[src/rtl/psr_cond_if.sv]
// Condition query/response handshake bundle for psr_cond_unit.
// master: the requester (control FSM); slave: psr_cond_unit.
interface psr_cond_if;
    logic       req_valid;
    logic       req_ready;
    logic [3:0] req_cond;
    logic       resp_valid;
    logic       resp_ready;
    logic       resp_taken;

    modport master (
        output req_valid,
        output req_cond,
        output resp_ready,
        input  req_ready,
        input  resp_valid,
        input  resp_taken
    );

    modport slave (
        input  req_valid,
        input  req_cond,
        input  resp_ready,
        output req_ready,
        output resp_valid,
        output resp_taken
    );
endinterface

[src/rtl/psr_cond_unit.sv]
// Processor status register and branch condition evaluator.
// Holds the 5-bit ALU flag vector (C, L, F, Z, N) and answers condition
// queries through a one-deep valid/ready response register.
// Optional macro PSR_FWD_EN: queries accepted in the same cycle as a flag
// write see the new flag values; otherwise queries see the registered PSR.
module psr_cond_unit #(
    parameter int FLAG_W = 5,
    parameter int COND_W = 4
) (
    input  logic              clk,
    input  logic              rst,
    input  logic [FLAG_W-1:0] flags_in,
    input  logic [FLAG_W-1:0] flags_we,
    output logic [FLAG_W-1:0] psr,
    psr_cond_if.slave         bus
);

    // Flag bit positions
    localparam int B_C = 0;
    localparam int B_L = 1;
    localparam int B_F = 2;
    localparam int B_Z = 3;
    localparam int B_N = 4;

    logic [FLAG_W-1:0] psr_q;
    logic [FLAG_W-1:0] psr_d;
    logic [FLAG_W-1:0] eff_flags;
    logic [COND_W-1:0] cond;
    logic              resp_valid_q;
    logic              resp_valid_d;
    logic              resp_taken_q;
    logic              resp_taken_d;
    logic              accept;

    // Even codes select a base predicate; odd codes are its inverse, so
    // the evaluator decodes cond[3:1] and conditionally flips with cond[0].
    function automatic logic eval_cond(input logic [COND_W-1:0] c,
                                       input logic [FLAG_W-1:0] e);
        logic base;
        base = 1'b0;
        case (c[3:1])
            3'd0:    base = e[B_Z];
            3'd1:    base = e[B_C];
            3'd2:    base = e[B_L];
            3'd3:    base = e[B_N];
            3'd4:    base = e[B_F];
            3'd5:    base = !e[B_N] && !e[B_Z];
            3'd6:    base = !e[B_L] && !e[B_Z];
            default: base = 1'b1;
        endcase
        return base ^ c[0];
    endfunction

    // Per-bit masked PSR next state: only enabled bits take the ALU value.
    genvar gi;
    generate
        for (gi = 0; gi < FLAG_W; gi++) begin : g_psr_bit
            assign psr_d[gi] = flags_we[gi] ? flags_in[gi] : psr_q[gi];
        end
    endgenerate

    // Flags seen by a query accepted this cycle.
`ifdef PSR_FWD_EN
    assign eff_flags = psr_d;
`else
    assign eff_flags = psr_q;
`endif

    assign cond          = bus.req_cond;
    assign bus.req_ready = !resp_valid_q || bus.resp_ready;
    assign accept        = bus.req_valid && bus.req_ready;

    // Response register next state: load on accept, drain on consume, else hold.
    always_comb begin
        resp_valid_d = resp_valid_q;
        resp_taken_d = resp_taken_q;
        if (accept) begin
            resp_valid_d = 1'b1;
            resp_taken_d = eval_cond(cond, eff_flags);
        end else if (resp_valid_q && bus.resp_ready) begin
            resp_valid_d = 1'b0;
        end
    end

    // PSR and response state registers; reset discards any pending response.
    always_ff @(posedge clk or posedge rst) begin
        if (rst) begin
            psr_q        <= '0;
            resp_valid_q <= 1'b0;
            resp_taken_q <= 1'b0;
        end else begin
            psr_q        <= psr_d;
            resp_valid_q <= resp_valid_d;
            resp_taken_q <= resp_taken_d;
        end
    end

    assign psr            = psr_q;
    assign bus.resp_valid = resp_valid_q;
    assign bus.resp_taken = resp_taken_q;

endmodule
[src/flat_wrapper.sv]
// flat-port wrapper written by rule: the top's interface ports become plain ports
module psr_cond_unit_flat 
#(
    parameter int FLAG_W = 5,
    parameter int COND_W = 4
)
  (clk, rst, flags_in, flags_we, psr, bus_req_valid, bus_req_cond, bus_resp_ready, bus_req_ready, bus_resp_valid, bus_resp_taken);
  psr_cond_if bus_i ();
  input  logic clk;
  input  logic rst;
  input  logic [FLAG_W-1:0] flags_in;
  input  logic [FLAG_W-1:0] flags_we;
  output logic [FLAG_W-1:0] psr;
  input wire logic [$bits(bus_i.req_valid)-1:0] bus_req_valid;
  input wire logic [$bits(bus_i.req_cond)-1:0] bus_req_cond;
  input wire logic [$bits(bus_i.resp_ready)-1:0] bus_resp_ready;
  output wire logic [$bits(bus_i.req_ready)-1:0] bus_req_ready;
  output wire logic [$bits(bus_i.resp_valid)-1:0] bus_resp_valid;
  output wire logic [$bits(bus_i.resp_taken)-1:0] bus_resp_taken;
  assign bus_i.req_valid = bus_req_valid;
  assign bus_i.req_cond = bus_req_cond;
  assign bus_i.resp_ready = bus_resp_ready;
  assign bus_req_ready = bus_i.req_ready;
  assign bus_resp_valid = bus_i.resp_valid;
  assign bus_resp_taken = bus_i.resp_taken;
  psr_cond_unit #(.FLAG_W(FLAG_W), .COND_W(COND_W)) u_core (.clk(clk), .rst(rst), .flags_in(flags_in), .flags_we(flags_we), .psr(psr), .bus(bus_i));
endmodule
[config.mk]
export PLATFORM = sky130hd
export DESIGN_NAME = psr_cond_unit_flat
export DESIGN_NICKNAME = d
export VERILOG_FILES = /design/src/rtl/psr_cond_if.sv /design/src/rtl/psr_cond_unit.sv /design/src/flat_wrapper.sv
export SDC_FILE = /design/constraint.sdc
export NUM_CORES = 1
export LEC_CHECK = 0
export BUFFER_PORTS_ARGS = -buffer_cell sky130_fd_sc_hd__buf_4
export CAP_MARGIN = 20
export CORE_AREA = 2 2 39 41
export CTS_CLUSTER_DIAMETER = 100
export DETAILED_ROUTE_END_ITERATION = 12
export DIE_AREA = 0 0 41 43
export PLACE_DENSITY = 0.64
export SYNTH_ARGS = -nofsm -noshare
export SYNTH_HDL_FRONTEND = slang
export SYNTH_SLANG_ARGS = --single-unit
export TNS_END_PERCENT = 30
[constraint.sdc]
create_clock -name clk -period 1.5 [get_ports clk]
set_input_delay 0.15 -clock clk [delete_from_list [all_inputs] [get_ports clk]]
set_output_delay 0.15 -clock clk [all_outputs]
set_load 0.005 [all_outputs]
==> results.md <==
* Max Cap Viol at 0
* Worst-path maximum fanout at 4
* EDFF count, synth at 0
* Adder-Cell Fraction of Synth Area at 0%
* Mux cell area share after synthesis at 22.3%
* Max VDD drop at around 400 uV
* Io pins at 26
* Syn avg cell area at around 12 um2
* Clk root buf: clkbuf_4
* Area share of the largest cell type after synthesis at between 40% and 50%
* Worst skew pair latency at 260 ps
* Detailed-route DRC error count at 0
* DR iter-0 viols at 2
* Top_reg_cell synth: dfrtp_1
* Hpwl dp at just under 700 um
* Top-count cell post-synth: dfrtp_1
* Status: completed
* Worst endpoint required time at around 1700 ps
* Crit path DAT at between 1500 and 2000 ps
* TritonCTS Buffers at 3
* Antenna cells at 0
* Simple-gate area share of the yosys netlist at 18.4%
* Fmax at ~750 MHz
* Gr ovfl total at 0
* Area delta synth->final at 69.1%
* Clock sinks at 7
* Die width at roughly 41 um
* Tot Pwr at roughly 0.00053 W
* Largest family of logic cells by synthesized area: multiplexers
* Die Y at approximately 43 um
* Synth warn at 0
* First-pass GRT wire length at 1420 um
* Top cells by area, synth: dfrtp_1 (50%), mux2_2 (16%), mux4_2 (6.4%)
* Antenna violations before repair at 0
* Total track usage at around an eighth
* Dpl cell area at 561 um2
* DR vias/cell at 4.56
* Initial Utilization at 25.5%
* Final slew viol count at 0
* CTS tree: yes
* H-tree depth at 1
* Nets@finish at a little under 80
* Core area at around 0.0014 mm2
* Leak pwr at between 0.2 and 0.3 nW
* IO Port Bufs at 25
* 1st-pass router iterations at 4
* Non-Filler Instances at 75
* Fraction of the yosys area taken by sequential cells at between 40% and 50%
* Syn nets at 47
* Postcts setup bufs at 0
* Setup_tns at 0 ps
* Slew Limit Headroom at ~80%
* WHS at around 120 ps
* Least-Margin Pin Slew at about 270 ps
* Hold Path Class: in -> reg
* Std-Cell Rows at 14
* DRT antenna net count at 0
* Synthesized cell area at around 350 um2
* Final Skew at approximately 3.3 ps
* Power Dens Cells at ~890 mW/mm2
* Die area at ~0.0018 mm2
* FF+latch count, synth at 7
* CTS max path bufs at 2
* Setup crit start kind: register
* Routed WL at 850 um
* Post-synth top cells: dfrtp_1 (7), mux2_2 (5), nand2_1 (3), nand2b_1 (3), nand3_1 (2)
* Leading area contributor after synthesis: dfrtp_1
* Largest net degree at the start of global routing at 8
* Distinct cell type count after synthesis at 14
* Vias at 342
* Final period util at 89.3%
* CTS resizes at 0
* RSZ-0062 raised after global routing: false
* Crit path kind: reg -> reg
* GP Congestion at between 0.7 and 0.8
* Synth async-reset ratio at between 90% and 100%
* Setup-failing EPs final at 0
* Share of layout cells above drive strength 1 at approximately 59%
* Crit path time final at around 1300 ps
* Post-Syn Instances at 29
* Placed Cells at 70
* Routed WL per cell at between 10 and 15 um
* Critical path endpoint category: register
* Post-synthesis compound-gate area fraction at approximately 8.5%
* Final hold vios at 0
* Number of global-route vias before repair at roughly 350
* Design area at ~600 um2
* Clk pin slew, worst setup/hold paths at 50 ps
* XOR/XNOR Fraction of Synth Area at 0%
## path summary, 6_finish.rpt
path	depth (start not counted)	slack [ps]	startpoint	to
worst max register to register	3	160	u_core.psr[4]$_DFFE_PP0P_	u_core.bus.resp_taken$_DFFE_PP0P_
min in group asynchronous	3	390	rst	u_core.psr[0]$_DFFE_PP0P_
worst min register to register	2	500	u_core.bus.resp_taken$_DFFE_PP0P_	u_core.bus.resp_taken$_DFFE_PP0P_
max in group asynchronous	3	890	rst	u_core.psr[3]$_DFFE_PP0P_
worst max-delay path	3	160	u_core.psr[4]$_DFFE_PP0P_	u_core.bus.resp_taken$_DFFE_PP0P_
worst min-delay path	2	120	flags_in[4]	u_core.psr[4]$_DFFE_PP0P_
## cell usage in the layout, fill, tap and decap left out, drive strengths merged
cell type | netlist | layout
mux4 | 1 | 1
or2b | 1 | 1
a21oi | 1 | 1
clkbuf | 0 | 4
and3b | 1 | 1
nand2 | 3 | 3
inv | 1 | 1
dfrtp | 7 | 7
or3b | 1 | 1
nand2b | 3 | 3
o221ai | 1 | 1
dlygate4sd3 | 0 | 1
o211ai | 1 | 1
buf | 0 | 25
mux2 | 5 | 5
nand3 | 2 | 2
o22a | 1 | 1
## power by group
group / total [W] / switching, W / internal (W) / leakage, nW
sequential: 0.000225 / 0.0000154 / 0.000210 / 0.0816
combinational: 0.000130 / 0.0000415 / 0.0000888 / 0.193
clock: 0.000176 / 0.0000739 / 0.000102 / 0.0150
total: 0.000531 / 0.000131 / 0.000400 / 0.290
## critical path, cell delays in order, from the launching register on
cell and delay [ps]:
dfrtp_1 400, mux4_2 490, o22a_1 210, o211ai_1 160
## metal layers
| metal | GRT usage [%] | routed length, um | up-vias |
|---|---|---|---|
| met1 | 14.3 | 332 | 163 |
| met3 | 1.57 | 58 | 0 |
| met5 | 0 | 0 | - |
| li1 | - | - | 167 |
| met4 | 12.0 | 0 | 0 |
| met2 | 18.4 | 459 | 12 |
## cells by family after synthesis
family / Yosys count
compound gates: 4
mux: 6
flops: 7
simple gates: 11
buf+inv: 1
## per-stage QoR
step | utilization (%) | worst slack (ps)
2_1_floorplan | - | 205
3_3_place_gp | 40.5 | 202
3_5_place_dp | 40.5 | 166
4_1_cts | 43.1 | 154
5_1_grt | 43.1 | 115
6_report | 43.1 | 161
## flip-flops by register name (all words and copies together), names as in the netlist
| name | cells |
|---|---|
| u_core.psr | 5 |
| u_core.bus.resp_taken | 1 |
| u_core.bus.resp_valid | 1 |
## area by class of cell
| class | count | area (um2) |
|---|---|---|
| Timing Repair Buffer | 26 | 198 |
| Inverter | 1 | 3.75 |
| Tap cell | 16 | 20.0 |
| Sequential cell | 7 | 175 |
| Multi-Input combinational cell | 21 | 174 |
| Clock buffer | 4 | 26.3 |
| Fill cell | 146 | 787 |
## what timing repair did
item / CTS / global route
setup endpoints to repair: 0 / 0
hold buffers: 1 / 0
endpoints found under the hold margin: 7 / 0
(Power assumes the default switching activity.)
